==> src/rtl/apb_pkg.sv <==
// Shared APB definitions: bus width defaults, wait-counter width and the one-hot
// state encodings used by both the bridge and its completers.
package apb_pkg;

   localparam int APB_DATAWIDTH = 8;
   localparam int APB_ADDRWIDTH = 8;
   localparam int WAIT_CNT_W    = 4;

   typedef enum logic [2:0] {
      ST_IDLE   = 3'b001,
      ST_SETUP  = 3'b010,
      ST_ACCESS = 3'b100
   } apb_state_e;

endpackage

==> src/rtl/apb_slave_mem_array.sv <==
// Register-array storage for the APB memory completer: async clear,
// one synchronous write port and one combinational read port.
module apb_slave_mem_array #(
   parameter int DATAWIDTH = 8,
   parameter int DEPTH     = 64,
   parameter int IDXW      = 6
) (
   input  logic                 PCLK,
   input  logic                 PRESETn,
   input  logic                 we,
   input  logic [IDXW-1:0]      waddr,
   input  logic [DATAWIDTH-1:0] wdata,
   input  logic [IDXW-1:0]      raddr,
   output logic [DATAWIDTH-1:0] rdata
);

   logic [DATAWIDTH-1:0] mem [DEPTH];

   always_ff @(posedge PCLK or negedge PRESETn) begin
      if (!PRESETn) begin
         for (int i = 0; i < DEPTH; i++) begin
            mem[i] <= '0;
         end
      end else if (we) begin
         mem[waddr] <= wdata;
      end
   end

   assign rdata = mem[raddr];

endmodule

==> src/rtl/apb_mem_slave.sv <==
// APB completer with a DEPTH x DATAWIDTH memory and WAIT_CYCLES wait states.
// Optional APB_SLV_ERR_EN: out-of-range addresses raise PSLVERR instead of aliasing.
module apb_mem_slave
   import apb_pkg::*;
#(
   parameter int DATAWIDTH   = APB_DATAWIDTH,
   parameter int ADDRWIDTH   = APB_ADDRWIDTH,
   parameter int DEPTH       = 64,
   parameter int WAIT_CYCLES = 1
) (
   input  logic                 PCLK,
   input  logic                 PRESETn,
   input  logic                 PSEL,
   input  logic                 PENABLE,
   input  logic                 PWRITE,
   input  logic [ADDRWIDTH:0]   PADDR,
   input  logic [DATAWIDTH-1:0] PWDATA,
   output logic [DATAWIDTH-1:0] PRDATA,
   output logic                 PREADY,
   output logic                 PSLVERR
);

   localparam int IDXW = (DEPTH > 1) ? $clog2(DEPTH) : 1;
   localparam logic [WAIT_CNT_W-1:0] WAIT_LOAD = WAIT_CNT_W'(WAIT_CYCLES);

   apb_state_e            state_q, state_d;
   logic [WAIT_CNT_W-1:0] cnt_q, cnt_d;
   logic [ADDRWIDTH-1:0]  addr_q;
   logic                  write_q;
   logic [DATAWIDTH-1:0]  wdata_q;
   logic [DATAWIDTH-1:0]  prdata_q;
   logic [DATAWIDTH-1:0]  mem_rdata;
   logic [IDXW-1:0]       idx_q, idx_in;
   logic                  setup_req, access_req;
   logic                  capture, mem_we;
   logic                  err_q, err_in;
   logic                  unused_bits;

   assign setup_req  = PSEL & ~PENABLE;
   assign access_req = PSEL & PENABLE;
   assign idx_q      = addr_q[IDXW-1:0];
   assign idx_in     = PADDR[IDXW-1:0];

`ifdef APB_SLV_ERR_EN
   assign err_q       = 32'(addr_q) >= 32'(DEPTH);
   assign err_in      = 32'(PADDR[ADDRWIDTH-1:0]) >= 32'(DEPTH);
   assign unused_bits = PADDR[ADDRWIDTH];
`else
   assign err_q       = 1'b0;
   assign err_in      = 1'b0;
   assign unused_bits = ^{PADDR[ADDRWIDTH], addr_q};
`endif

   always_ff @(posedge PCLK or negedge PRESETn) begin
      if (!PRESETn) begin
         state_q <= ST_IDLE;
         cnt_q   <= '0;
      end else begin
         state_q <= state_d;
         cnt_q   <= cnt_d;
      end
   end

   // A SETUP phase seen in ACCESS restarts the transfer; PSEL dropping aborts it.
   always_comb begin
      state_d = state_q;
      cnt_d   = cnt_q;
      capture = 1'b0;
      mem_we  = 1'b0;
      case (state_q)
         ST_IDLE: begin
            if (setup_req) begin
               capture = 1'b1;
               cnt_d   = WAIT_LOAD;
               state_d = ST_ACCESS;
            end
         end
         ST_ACCESS: begin
            if (!PSEL) begin
               cnt_d   = '0;
               state_d = ST_IDLE;
            end else if (!PENABLE) begin
               capture = 1'b1;
               cnt_d   = WAIT_LOAD;
            end else if (cnt_q == '0) begin
               mem_we  = write_q & ~err_q;
               state_d = ST_IDLE;
            end else begin
               cnt_d = cnt_q - 1'b1;
            end
         end
         default: begin
            cnt_d   = '0;
            state_d = ST_IDLE;
         end
      endcase
   end

   // Read data is fetched at SETUP so it is stable for the whole access phase.
   always_ff @(posedge PCLK or negedge PRESETn) begin
      if (!PRESETn) begin
         addr_q   <= '0;
         write_q  <= 1'b0;
         wdata_q  <= '0;
         prdata_q <= '0;
      end else if (capture) begin
         addr_q  <= PADDR[ADDRWIDTH-1:0];
         write_q <= PWRITE;
         wdata_q <= PWDATA;
         if (!PWRITE) begin
            prdata_q <= err_in ? '0 : mem_rdata;
         end
      end
   end

   assign PREADY  = (state_q == ST_ACCESS) & (cnt_q == '0) & access_req;
   assign PSLVERR = PREADY & err_q;
   assign PRDATA  = prdata_q;

   apb_slave_mem_array #(
      .DATAWIDTH (DATAWIDTH),
      .DEPTH     (DEPTH),
      .IDXW      (IDXW)
   ) u_mem (
      .PCLK    (PCLK),
      .PRESETn (PRESETn),
      .we      (mem_we),
      .waddr   (idx_q),
      .wdata   (wdata_q),
      .raddr   (idx_in),
      .rdata   (mem_rdata)
   );

endmodule

==> config.mk <==
export PLATFORM = sky130hd
export DESIGN_NAME = apb_mem_slave
export DESIGN_NICKNAME = d
export VERILOG_FILES = /design/src/rtl/apb_pkg.sv /design/src/rtl/apb_slave_mem_array.sv /design/src/rtl/apb_mem_slave.sv
export SDC_FILE = /design/constraint.sdc
export NUM_CORES = 1
export LEC_CHECK = 0
export ABC_AREA = 1
export BUFFER_PORTS_ARGS = -buffer_cell sky130_fd_sc_hd__buf_4
export CORE_MARGIN = 5
export CORE_UTILIZATION = 25
export CTS_BUF_LIST = sky130_fd_sc_hd__clkbuf_8
export DETAILED_ROUTE_END_ITERATION = 8
export PLACE_DENSITY = 0.38
export SYNTH_ARGS = -nofsm -noshare
export SYNTH_HDL_FRONTEND = slang
export SYNTH_HIERARCHICAL = 1
export SYNTH_SLANG_ARGS = --single-unit
export TNS_END_PERCENT = 50
==> constraint.sdc <==
create_clock -name PCLK -period 2.4 [get_ports PCLK]
set_clock_uncertainty 0.1 [all_clocks]
set_input_delay 0.36 -clock PCLK [delete_from_list [all_inputs] [get_ports PCLK]]
set_output_delay 0.36 -clock PCLK [all_outputs]
set_load 0.03 [all_outputs]
# Word-level counts from Yosys, hierarchy flattened
# Index checks and enable logic that the tools add are counted.
[op_classes] bitwise=8 n_reduce_logical=5 n_lt_le_gt_ge=3 n_addsub=1 eq_ne=6 muxes=24
[op_table] op="512-bit bitwise mux" count=1
[op_table] op="8-bit binary-select mux with 6-bit select" count=1
[op_table] op="8-bit demux with 6-bit select" count=1
[op_table] op="8-bit two-way mux" count=3
[op_table] op="4-bit two-way mux" count=4
[op_table] op="7-bit >= comparator (second input constant)" count=2
[op_table] op="6-bit NOT with 7-bit output" count=2
[op_table] op="3-bit two-way mux" count=4
[op_table] op="4-bit case mux with 2 select lines" count=1
[op_table] op="7-bit by 1-bit less-than comparator with 1-bit output (second input constant)" count=1
[op_table] op="1-bit two-way mux" count=7
[op_table] op="3-bit != test (second input constant)" count=2
[op_table] op="3-bit case mux with 2 select lines" count=1
[op_table] op="1-bit AND" count=4
[op_table] op="4-bit logical NOT" count=1
[op_table] op="4-bit != test (second input constant)" count=1
[op_table] op="2-bit AND reduction" count=2
[op_table] op="4-bit by 1-bit subtractor with 4-bit output (second input constant)" count=1
[op_table] op="3-bit by 1-bit equality test with 1-bit output (second input constant)" count=1
[op_table] op="3-bit equality test (second input constant)" count=1
[op_table] op="3-bit AND reduction" count=1
[op_table] op="2-bit != test (second input constant)" count=1
[op_table] op="1-bit NOT" count=2
[op_table] op="1-bit case mux with 2 select lines" count=1
[op_table] op="1-bit logical AND" count=1
[totals] wordCells=117 regBits=542 out_inout_bits=10

# Depth between registers and ports, before layout
# Gate-level depths: netlist of the first run.
[logic_depth] depth_word=6 mapped_depth=14 mapped_depth_nobuf=11

# Cells and area by module
# The synthesis of the first run kept the hierarchy.
[by_module_without_submodules] module="apb_slave_mem_array" seq_area_each_um2=12812.3 area_each_um2=23413.7 instances=1 cells_per_inst=2954
[by_module_without_submodules] module="apb_mem_slave" seq_area_each_um2=726.9 area_each_um2=1356.3 instances=1 cells_per_inst=132

# Least setup slack after synthesis of the first run
# Ideal clock, no wire load.
[synth_path] path_kind="register to register" start="register state_q[0]" end="register u_mem/mem[430] (netlist bit)" n_path_buf=1 path_stages_with_launch=13 slack_ns=-0.015 arrival_time_ns=2.181 path_cell_list="dfstp_2 inv_1 ha_1 nand3_1 inv_1 nand2_1 nor2_1 inv_1 nor3_2 nand2_1 clkbuf_1 nand2_1 o21ai_0"
[synth_between] elab_chain_cells=2
[synth_rtl] item="start: declaration" line_no="apb_mem_slave.sv:26" text="apb_state_e state_q, state_d;"
[synth_rtl] item="start signal: assignment" line_no="apb_mem_slave.sv:59" text="state_q <= state_d;"
[synth_rtl] item="3-bit equality test" line_no="apb_mem_slave.sv:70" text="case (state_q)"
[synth_rtl] item="1-bit two-way mux" line_no="apb_mem_slave.sv:70"
[synth_rtl] item="named net mem_we" line_no="apb_mem_slave.sv:35" text="logic capture, mem_we;"
[synth_rtl] item="end signal: indexed assignment" line_no="apb_slave_mem_array.sv:25" text="mem[waddr] <= wdata;"
[synth_rtl] item="end: declaration" line_no="apb_slave_mem_array.sv:17" text="logic [DATAWIDTH-1:0] mem [DEPTH];"
# The timed path passes the listed nets, and every way through them passes these cells.
# A chain may end at the register's enable or synchronous reset.

# Final worst setup path of the first run
[layout_path] start="register cnt_q[1]" end="register u_mem/mem[399] (netlist bit)"
[layout_between] elab_chain_cells=5
[layout_rtl] item="start: declaration" line_no="apb_mem_slave.sv:27" text="logic [WAIT_CNT_W-1:0] cnt_q, cnt_d;"
[layout_rtl] item="start signal: assignment" line_no="apb_mem_slave.sv:60" text="cnt_q <= cnt_d;"
[layout_rtl] item="4-bit logical NOT" line_no="apb_mem_slave.sv:85" text="end else if (cnt_q == '0) begin"
[layout_rtl] item="1-bit two-way mux" line_no="apb_mem_slave.sv:85"
[layout_rtl] item="1-bit two-way mux" line_no="apb_mem_slave.sv:82" text="end else if (!PENABLE) begin"
[layout_rtl] item="1-bit two-way mux" line_no="apb_mem_slave.sv:79" text="if (!PSEL) begin"
[layout_rtl] item="1-bit two-way mux" line_no="apb_mem_slave.sv:70"
[layout_rtl] item="named net mem_we" line_no="apb_mem_slave.sv:35"
# The timed path passes the listed nets, and every way through them passes these cells.

==> results of run 1 <==
how the worst max path moves through the flow:
stage,end,depth (start not counted),slack [ns]
after CTS,u_mem/mem[136],14,0.01
after floorplan,u_mem/mem[430],12,0.08
after global routing,u_mem/mem[399],15,-0.08
after detailed placement,u_mem/mem[205],14,-0.14
after global placement,u_mem/mem[192],14,-0.17
final,u_mem/mem[399],15,0.06
state kept, by name, indices dropped and copies added, names as in the netlist:
signal	count
state_q	2
wdata_q	8
cnt_q	4
PRDATA	8
addr_q	6
u_mem/mem	512
write_q	1
per-layer routing:
| layer | GRT usage | vias to the layer above | wire, µm |
|---|---|---|---|
| met5 | 0 | - | 0 |
| met4 | 0.0357 | 0 | 1390 |
| met3 | 0.0321 | 101 | 4430 |
| met2 | 0.248 | 481 | 39300 |
| met1 | 0.216 | 10300 | 39500 |
| li1 | - | 10400 | - |
where the power goes:
part | switching [µW] | total, µW | internal [µW]
registers | 552 | 10500 | 9970
logic | 4180 | 5870 | 1680
clock network | 4230 | 9540 | 5300
total | 8970 | 25900 | 17000
per-stage QoR:
step           hold WS (ns)  cell area, µm²  worst slack, ns  total power (µW)
2_1_floorplan       -0.0356           24800           0.0838             13600
3_3_place_gp          0.107           27900           -0.173             16300
3_5_place_dp          0.107           27900           -0.140             16400
4_1_cts              0.0119           30300           0.0142             26200
5_1_grt              0.0631           30900          -0.0802             27400
6_report              0.109           30900           0.0591             25900
timing repair:
action | CTS | global route
gates resized for setup | 12 | 134
gates cloned | 0 | 14
setup buffers | 0 | 4
setup endpoints to repair | 312 | 388
hold endpoints to repair | 561 | 0
hold buffers | 15 | 0
pin swaps | 1 | 10
cell usage in the layout, fill, tap and decap left out, types with 3 or more instances in the layout:
cell / Yosys / routed
o21ai_1: 0 / 40
nor4_4: 6 / 6
nor2_1: 102 / 101
inv_2: 4 / 15
buf_12: 0 / 82
mux2_4: 9 / 9
dlygate4sd3_1: 0 / 15
mux2_2: 5 / 5
clkinv_2: 0 / 19
nor2_2: 13 / 14
nand2_2: 0 / 13
buf_4: 2 / 101
dfrtp_1: 540 / 540
nand3_1: 436 / 435
nand2_4: 1 / 11
clkbuf_16: 0 / 6
nor3_4: 0 / 3
nand2_1: 1157 / 1131
o21ai_0: 423 / 383
buf_6: 7 / 18
diode_2: 0 / 3
nand2_8: 0 / 3
buf_8: 0 / 5
nor3_1: 15 / 13
a21oi_1: 98 / 98
clkbuf_8: 0 / 141
inv_1: 32 / 45
inv_8: 0 / 5
logic make-up after synthesis:
family / share of synthesized area
mux: 0.00773
buf+inv: 0.0446
other cells: 0.000151
flops: 0.547
compound gates: 0.106
fa+ha+maj: 0.00202
simple gates: 0.293
worst min-delay path: stages:
cell	delay [ns]
buf_4	0.14
buf_12	0.23
mux2_2	0.18
cell type report:
class | instances | area share
flip-flops and latches | 541 | 0.439
clock buffers | 140 | 0.0624
repair buffers | 229 | 0.0971
inverters | 44 | 0.00592
multi-input cells | 2277 | 0.335
clock inverters | 44 | 0.00827
diodes | 3 | 0.000243
well taps | 1287 | 0.0522
==> out/results.ini, run 1 <==
[synth]
synth_top_area_frac = 0.546
synthesis.nets = 3112
synth_area_mm2 = 0.0248
ys_ff_latch = 541
synthFlopType = dfrtp_1
ys_types = 27
yosys-top-cells-area = dfrtp_1, nand2_1, nand3_1
synth_warnings = 6
synth.most_common_cell = nand2_1
ys_seq_area_frac = 0.547
synthTopCellsByCount = nand2_1, dfrtp_1, nand3_1
synthArstFlopShare = 1.00
syn_area_per_cell_um2 = 8.03
yosysTopAreaCell = dfrtp_1
netlist_instances = 3086
synth-edff-count = 0

[clock_tree]
htree_num_levels = 3
insertion_delay_ns = 0.74
cts_tree = done
cts_sinks = 541
clock_path_buffers = 3
cts-root-buf = clkbuf_8
cts_buffers = 101
clkTransAtPathRegs_ns = 0.06

[grt]
grt-ovfl-total = 0
grt_pass1_vias = 20800
grt_max_degree = 80
track_usage = 0.155
grt_pass1_wl_um = 128000
antenna_found_initial = 4

[critical_path]
reg2reg_to = u_mem/mem[399]
crit_required_ns = 2.87
start_kind = flop
slowest_stage = dfrtp_1
crit_chain = inv_2, ha_4, nand2_1, nor2_1, nand2_2, nor2_2, buf_6, inv_8, buf_4, nor3_4, buf_6, nand2_1, buf_12, nand2_1, o21ai_0
worst-path-buf-inv = 6
crit_type = reg -> reg
timing.rr.start = cnt_q[1]
crit_fanout = 16
crit_path_max_incr_delay_ns = 0.39
r2r_setup_slack_ns = 0.06
worstRegToRegCells = 15
crit_arrival_ns = 2.81
critical_path.startpoint = cnt_q[1]
crit_path_end_kind = flop
cp_top_family = buffers and inverters
crit_top_cell = nand2_1

[finish]
regArea_mm2 = 0.0135
fin_util = 0.314
layoutNonFillerInstCount = 4565
layout.nets = 3220
layout-drive-gt1-share = 0.143
multi_input_area_mm2 = 0.0104
nFillCells = 10500
syn_to_final_growth_pct = 24.6

[timing]
hold_viol_final = 0
setup_viol = 0
final_max_slew_viol_count = 0
fin_crit_sh = 0.975
setup-tns-final_ns = 0
finalCriticalPeriod_ns = 2.34
rsz0062_at_grt = true
worst_slew_pin_slew_ns = 0.763
relSlewSlack = 0.488
fmax_mhz = 427

[hold_path]
whs_endpoint = addr_q[3]
hold_depth = 3
hold_start = PADDR[3]
holdCritPathClass = in -> reg

[routing]
drt_iter0_markers = 1604
drt-vias-per-instance = 4.66
route.detailed.drc = 0
final_antenna_net_count = 0
wirelength_um = 84600
vias = 21300
drt_pre_antenna_iters = 5
wl_per_cell_um = 18.5

[floorplanning]
dieHeight_um = 325
die-area_mm2 = 0.105
die_w_um = 325
rows = 115
io_pins = 32
coreArea_mm2 = 0.0984
start_util = 0.252

[power]
power.leakage_uw = 0.0140
ir_worst_vdd_v = 0.000650
p_per_area_mw_per_mm2 = 840

[placed_design]
gp_congestion = 0.828
dp.cells = 4345
dpl.hpwl_um = 51400
port_buffers = 27

[run_status]
run_status = completed

[run]
cap_violations = 0

Power figures use the tool's default switching activity.
==> run 2: changes to the inputs <==
Settings changed: CORE_MARGIN 5 to 2, CTS_CLUSTER_SIZE set to 20.
==> out/results.ini, run 2 (synthesis gave the netlist of run 1 again) <==
[placed_design]
port_buffers = 27  ; unchanged
gp_congestion = 0.855  ; +3.3%
dpl.hpwl_um = 51200  ; -0.24%
place_area_mm2 = 0.0278  ; -0.34%

[finish]
largest_reg_flops = 512  ; unchanged
syn_to_final_growth_pct = 26.3
layout_common_cells = nand2_1, dfrtp_1, nand3_1
fin_area_mm2 = 0.0313  ; +1.3%
final_common_cell = nand2_1
layout-drive-gt1-share = 0.163  ; +0.0195
top_register = u_mem/mem
layout.nets = 3222  ; +0.062%

[clock_tree]
clkTransAtPathRegs_ns = 0.06  ; about the same
cts_buffers = 102  ; +0.99%
clock_path_buffers = 3  ; unchanged
cts-root-buf = clkbuf_8
insertion_delay_ns = 0.74  ; about the same
cts_sinks = 541  ; unchanged
htree_num_levels = 3  ; unchanged
cts_tree = done

[run]
cap_violations = 0  ; unchanged

[grt]
grt_max_degree = 81  ; +1.3%
antenna_found_initial = 2  ; -2
grt-ovfl-total = 0  ; unchanged
grt_pass1_vias = 20800  ; -0.19%
grt_pass1_wl_um = 129000  ; +0.20%
track_usage = 0.164  ; +0.00882

[power]
power.leakage_uw = 0.0141  ; +0.62%
ir_worst_vdd_v = 0.000655  ; +0.69%
p_per_area_mw_per_mm2 = 825  ; -1.8%

[run_status]
run_status = finished, violations left
failed_checks = negative setup slack

[timing]
holdWs_ns = 0.0704  ; -0.0390 ns
relSlewSlack = 0.415  ; -0.0725
worst_slew_pin_slew_ns = 0.871  ; +0.108 ns
rsz0062_at_grt = true
final_max_slew_viol_count = 0  ; unchanged
hold_viol_final = 0  ; unchanged
finalCriticalPeriod_ns = 2.41  ; +0.0693 ns
fmax_mhz = 415  ; -2.9%
setup_slack_ns = -0.0101  ; -0.0693 ns
setup_viol = 7  ; +7
fin_crit_sh = 1.00  ; +0.0289

[critical_path]
crit_fanout = 8  ; -8
crit_arrival_ns = 2.90  ; +0.09 ns
crit_path_end_kind = flop
crit_type = reg -> reg
crit_required_ns = 2.89  ; +0.02 ns
start_kind = flop

[routing]
drt-vias-per-instance = 4.68  ; +0.40%
wirelength_um = 85800  ; +1.3%
drt_pre_antenna_iters = 5  ; unchanged
vias = 21300  ; +0.38%
route.detailed.drc = 0  ; unchanged
wl_per_cell_um = 18.8  ; +1.4%
final_antenna_net_count = 0  ; unchanged
drt_iter0_markers = 1703  ; +6.2%

[floorplanning]
rows = 115  ; unchanged
start_util = 0.252  ; +0.000368
io_pins = 32  ; unchanged
coreArea_mm2 = 0.0983  ; -0.15%
die-area_mm2 = 0.102  ; -3.7%
dieHeight_um = 319  ; -1.8%
die_w_um = 319  ; -1.8%

[hold_path]
holdCritPathClass = in -> async

==> run 2: cell count changes in the layout (fill, tap and decap cells not counted), moves of 14 or more <==
cell,before,now
nand2_1,1131,1074
inv_1,45,65
clkinv_2,19,5
o21ai_2,1,27
o21ai_0,383,353
nand2_2,13,49
==> run 2: per-layer routing <==
metal  track usage  part of all wire  vias to the layer above  wire length (µm)
met5             0           0.00015                        -                13
met4        0.0486             0.026                        2              2200
met3        0.0258             0.044                      135              3760
met2         0.259              0.46                      483             39600
met1         0.230              0.47                    10300             40200
li1              -                 -                    10400                 -
==> run 2: timing repair <==
action                                  CTS  global route
cloned                                    0            21
endpoints found under the hold margin   340             0
hold buffers                             14             0
buffers inserted                          0             3
endpoints found under the setup margin  417           409
resized for setup                         7           294
pin swaps                                 0             6
==> run 2: cell type report <==
type / count / area, µm²
fillers: 10400 / 67000
flip-flops and latches: 541 / 13500
multi-input cells: 2277 / 10800
repair buffers: 230 / 3090
clock buffers: 133 / 1830
well taps: 1287 / 1610
clock inverters: 51 / 290
inverters: 44 / 178
diodes: 1 / 2.50
==> run 2: worst paths after layout <==
check,startpoint,end,slack [ns],depth (start not counted)
setup / recovery,state_q[0],u_mem/mem[208],-0.01,14
hold / removal,PRESETn,u_mem/mem[404],0.07,2
setup reg to reg,state_q[0],u_mem/mem[208],-0.01,14
hold reg to reg,PRDATA[5],PRDATA[5],0.37,2
max in group asynchronous,PRESETn,u_mem/mem[88],1.19,3
min in group PCLK,PADDR[1],addr_q[1],0.16,4
==> run 2: power by group <==
part | internal [µW] | switching, µW
logic | 1690 | 4330
clock network | 5150 | 4110
registers | 9970 | 542
==> run 2: worst max-delay path, cell delays in order, from the launching register on <==
cell	delay (ns)
dfstp_2	0.37
inv_1	0.05
ha_2	0.20
nand3_2	0.10
inv_2	0.06
nand2_2	0.08
nor2_4	0.20
clkinv_4	0.15
buf_4	0.17
nor4_4	0.17
buf_4	0.22
nand2_2	0.09
buf_2	0.19
nand2_1	0.07
o21ai_0	0.07
==> run 2: stage by stage <==
| stage | std cells | setup TNS (ns) | total power, µW | setup slack [ns] | util |
|---|---|---|---|---|---|
| 2_1_floorplan | 3086 | 0 | 13600 | 0.0838 | - |
| 3_3_place_gp | 4341 | -67.90 | 16300 | -0.244 | 0.283 |
| 3_5_place_dp | 4341 | -62.34 | 16400 | -0.245 | 0.283 |
| 4_1_cts | 4539 | 0 | 26000 | 0.00394 | 0.307 |
| 5_1_grt | 4564 | -26.79 | 27300 | -0.150 | 0.318 |
| 6_report | 4564 | -0.0392 | 25800 | -0.0101 | 0.318 |
==> run 3: changes to the inputs <==
Settings changed: ABC_AREA 1 to not set.
==> out/results.ini, run 3 <==
[finish]
nFillCells = 9544  ; -7.8%
largest_reg_flops = 512  ; unchanged
layout_common_cells = dfrtp_1, mux2_2, buf_4
top_register = u_mem/mem
syn_to_final_growth_pct = 28.8
layout.nets = 1890  ; -41%
final_common_cell = dfrtp_1
layout-drive-gt1-share = 0.580  ; +0.417

[timing]
final_max_slew_viol_count = 0  ; unchanged
setup-tns-final_ns = -9.69  ; -9.65 ns
rsz0062_at_grt = true
setup_viol = 225  ; +218
setup_slack_ns = -0.105  ; -0.0949 ns
relSlewSlack = 0.456  ; +0.0405
fin_crit_sh = 1.04  ; +0.0395
fmax_mhz = 399  ; -3.8%
finalCriticalPeriod_ns = 2.51  ; +0.0949 ns
hold_viol_final = 0  ; unchanged
worst_slew_pin_slew_ns = 0.812  ; -0.0590 ns

[placed_design]
port_buffers = 27  ; unchanged
pre_cts_ws_ns = -0.473  ; -0.227 ns
gp_congestion = 0.768  ; -10%
dpl.hpwl_um = 48900  ; -4.6%

[synth]
synthTopCellsByCount = dfrtp_1, mux2_2, mux4_2
synth_warnings = 6  ; unchanged
ys_ff_latch = 541  ; unchanged
netlist_instances = 1597  ; -48%
synthFlopType = dfrtp_1
synthArstFlopShare = 1.00  ; unchanged
synth.most_common_cell = dfrtp_1
synth-edff-count = 0  ; unchanged
synth_top_area_frac = 0.543  ; -0.00263
synth_area_mm2 = 0.0249  ; +0.48%
ys_seq_area_frac = 0.544  ; -0.00264
yosys-top-cells-area = dfrtp_1, mux2_2, mux4_2
yosysTopAreaCell = dfrtp_1
synthesis.nets = 1623  ; -48%
ys_types = 56  ; +110%
syn_area_per_cell_um2 = 15.6  ; +94%

[clock_tree]
clkTransAtPathRegs_ns = 0.06  ; about the same
cts_sinks = 541  ; unchanged
cts_buffers = 103  ; +0.98%
htree_num_levels = 3  ; unchanged
insertion_delay_ns = 0.73  ; about the same
cts_tree = done
clock_path_buffers = 3  ; unchanged
cts-root-buf = clkbuf_8

[routing]
wirelength_um = 74000  ; -14%
drt_iter0_markers = 685  ; -60%
vias = 14800  ; -31%
wl_met2_um = 36100  ; -8.8%
route.met3.wl_um = 2190  ; -42%
drt-vias-per-instance = 4.59  ; -1.9%
wl_per_cell_um = 22.9  ; +22%
met1_length_um = 34100  ; -15%
drt_pre_antenna_iters = 5  ; unchanged
maxUsedRoutingLayer = met4
final_antenna_net_count = 0  ; unchanged
route.detailed.drc = 0  ; unchanged

[floorplanning]
io_pins = 32  ; unchanged
die-area_mm2 = 0.102  ; +0.48%
rows = 115  ; unchanged
start_util = 0.253  ; +0.000483
coreArea_mm2 = 0.0986  ; +0.29%
die_w_um = 320  ; +0.24%
dieHeight_um = 320  ; +0.24%

[power]
power.leakage_uw = 0.0153  ; +8.3%
ir_worst_vdd_v = 0.000481  ; -27%
p_per_area_mw_per_mm2 = 752  ; -8.8%

[critical_path]
crit_arrival_ns = 2.96  ; +0.06 ns
crit_type = reg -> reg
crit_required_ns = 2.86  ; -0.03 ns
worstRegToRegCells = 11  ; -3
start_kind = flop
crit_fanout = 8  ; unchanged
crit_path_end_kind = flop

[run_status]
run_status = finished, violations left
failed_checks = negative setup slack

[grt]
grt_max_degree = 124  ; +53%
antenna_found_initial = 3  ; +1
grt_pass1_vias = 16700  ; -20%
grt_pass1_wl_um = 113000  ; -12%
track_usage = 0.148  ; -0.0158
grt-ovfl-total = 0  ; unchanged

[hold_path]
holdCritPathClass = in -> reg
hold_depth = 3

[run]
cap_violations = 0  ; unchanged

run 3: area by class of cell:
type                    count  area, µm²  area share
well taps                1287       1610      0.0502
diodes                      4       10.0    0.000312
flip-flops and latches    541      13500       0.423
inverters                   4       15.0    0.000468
clock inverters            44        226     0.00707
repair buffers            281       3170      0.0988
multi-input cells         933      11600       0.363
clock buffers             134       1840      0.0575
run 3: stage by stage:
stage	power (µW)	util	instance area, µm²	cells	hold slack, ns
floorplan	12500	-	25000	1597	-0.0356
global placement	14800	0.292	28800	3022	0.146
detailed placement	14900	0.292	28800	3022	0.145
finish	24100	0.325	32100	3228	0.168
CTS	24500	0.322	31700	3220	0.0721
global route	25400	0.325	32000	3226	0.128
run 3: power breakdown:
part           total [µW]  internal (µW)  switching (µW)
combinational        4660           1710            2950
clock                9090           5060            4030
sequential          10400           9590             759
total               24100          16400            7740
run 3: critical path, cell delays in order, from the launching register on:
cell and delay (ns):
dfrtp_1 0.38, inv_2 0.08, ha_4 0.13, nor3b_4 0.19
nor2b_4 0.18, and2_4 0.22, buf_6 0.13, nand4b_1 0.12
buf_6 0.21, nor2_4 0.11, buf_12 0.16, mux2_4 0.30
run 3: final timing paths:
check	startpoint	endpoint	slack, ns
min	PADDR[3]	addr_q[3]	0.17
min reg2reg	u_mem/mem[19]	u_mem/mem[19]	0.38
max in group asynchronous	PRESETn	u_mem/mem[241]	0.81
max reg2reg	cnt_q[0]	u_mem/mem[98]	-0.11
min in group asynchronous	PRESETn	addr_q[3]	0.19
max	cnt_q[0]	u_mem/mem[98]	-0.11
run 3: logic make-up after synthesis:
family	count (synthesis)	share of synthesized area
mux	700	0.376
flops	541	0.544
simple gates	155	0.0348
buf+inv	123	0.0240
compound gates	73	0.0190
fa+ha+maj	4	0.00201
other cells	1	0.000151
run 3: repair_timing:
item,in CTS,in global routing
endpoints found under the hold margin,554,0
hold buffers,15,0
buffers inserted,5,4
setup endpoints to repair,514,508
pin swaps,24,11
resized for setup,164,79
run 3: layer usage:
layer / track usage / vias up
li1: - / 6532
met1: 0.198 / 7956
met2: 0.247 / 209
met3: 0.0255 / 108
met4: 0.0398 / 0
met5: 0 / -
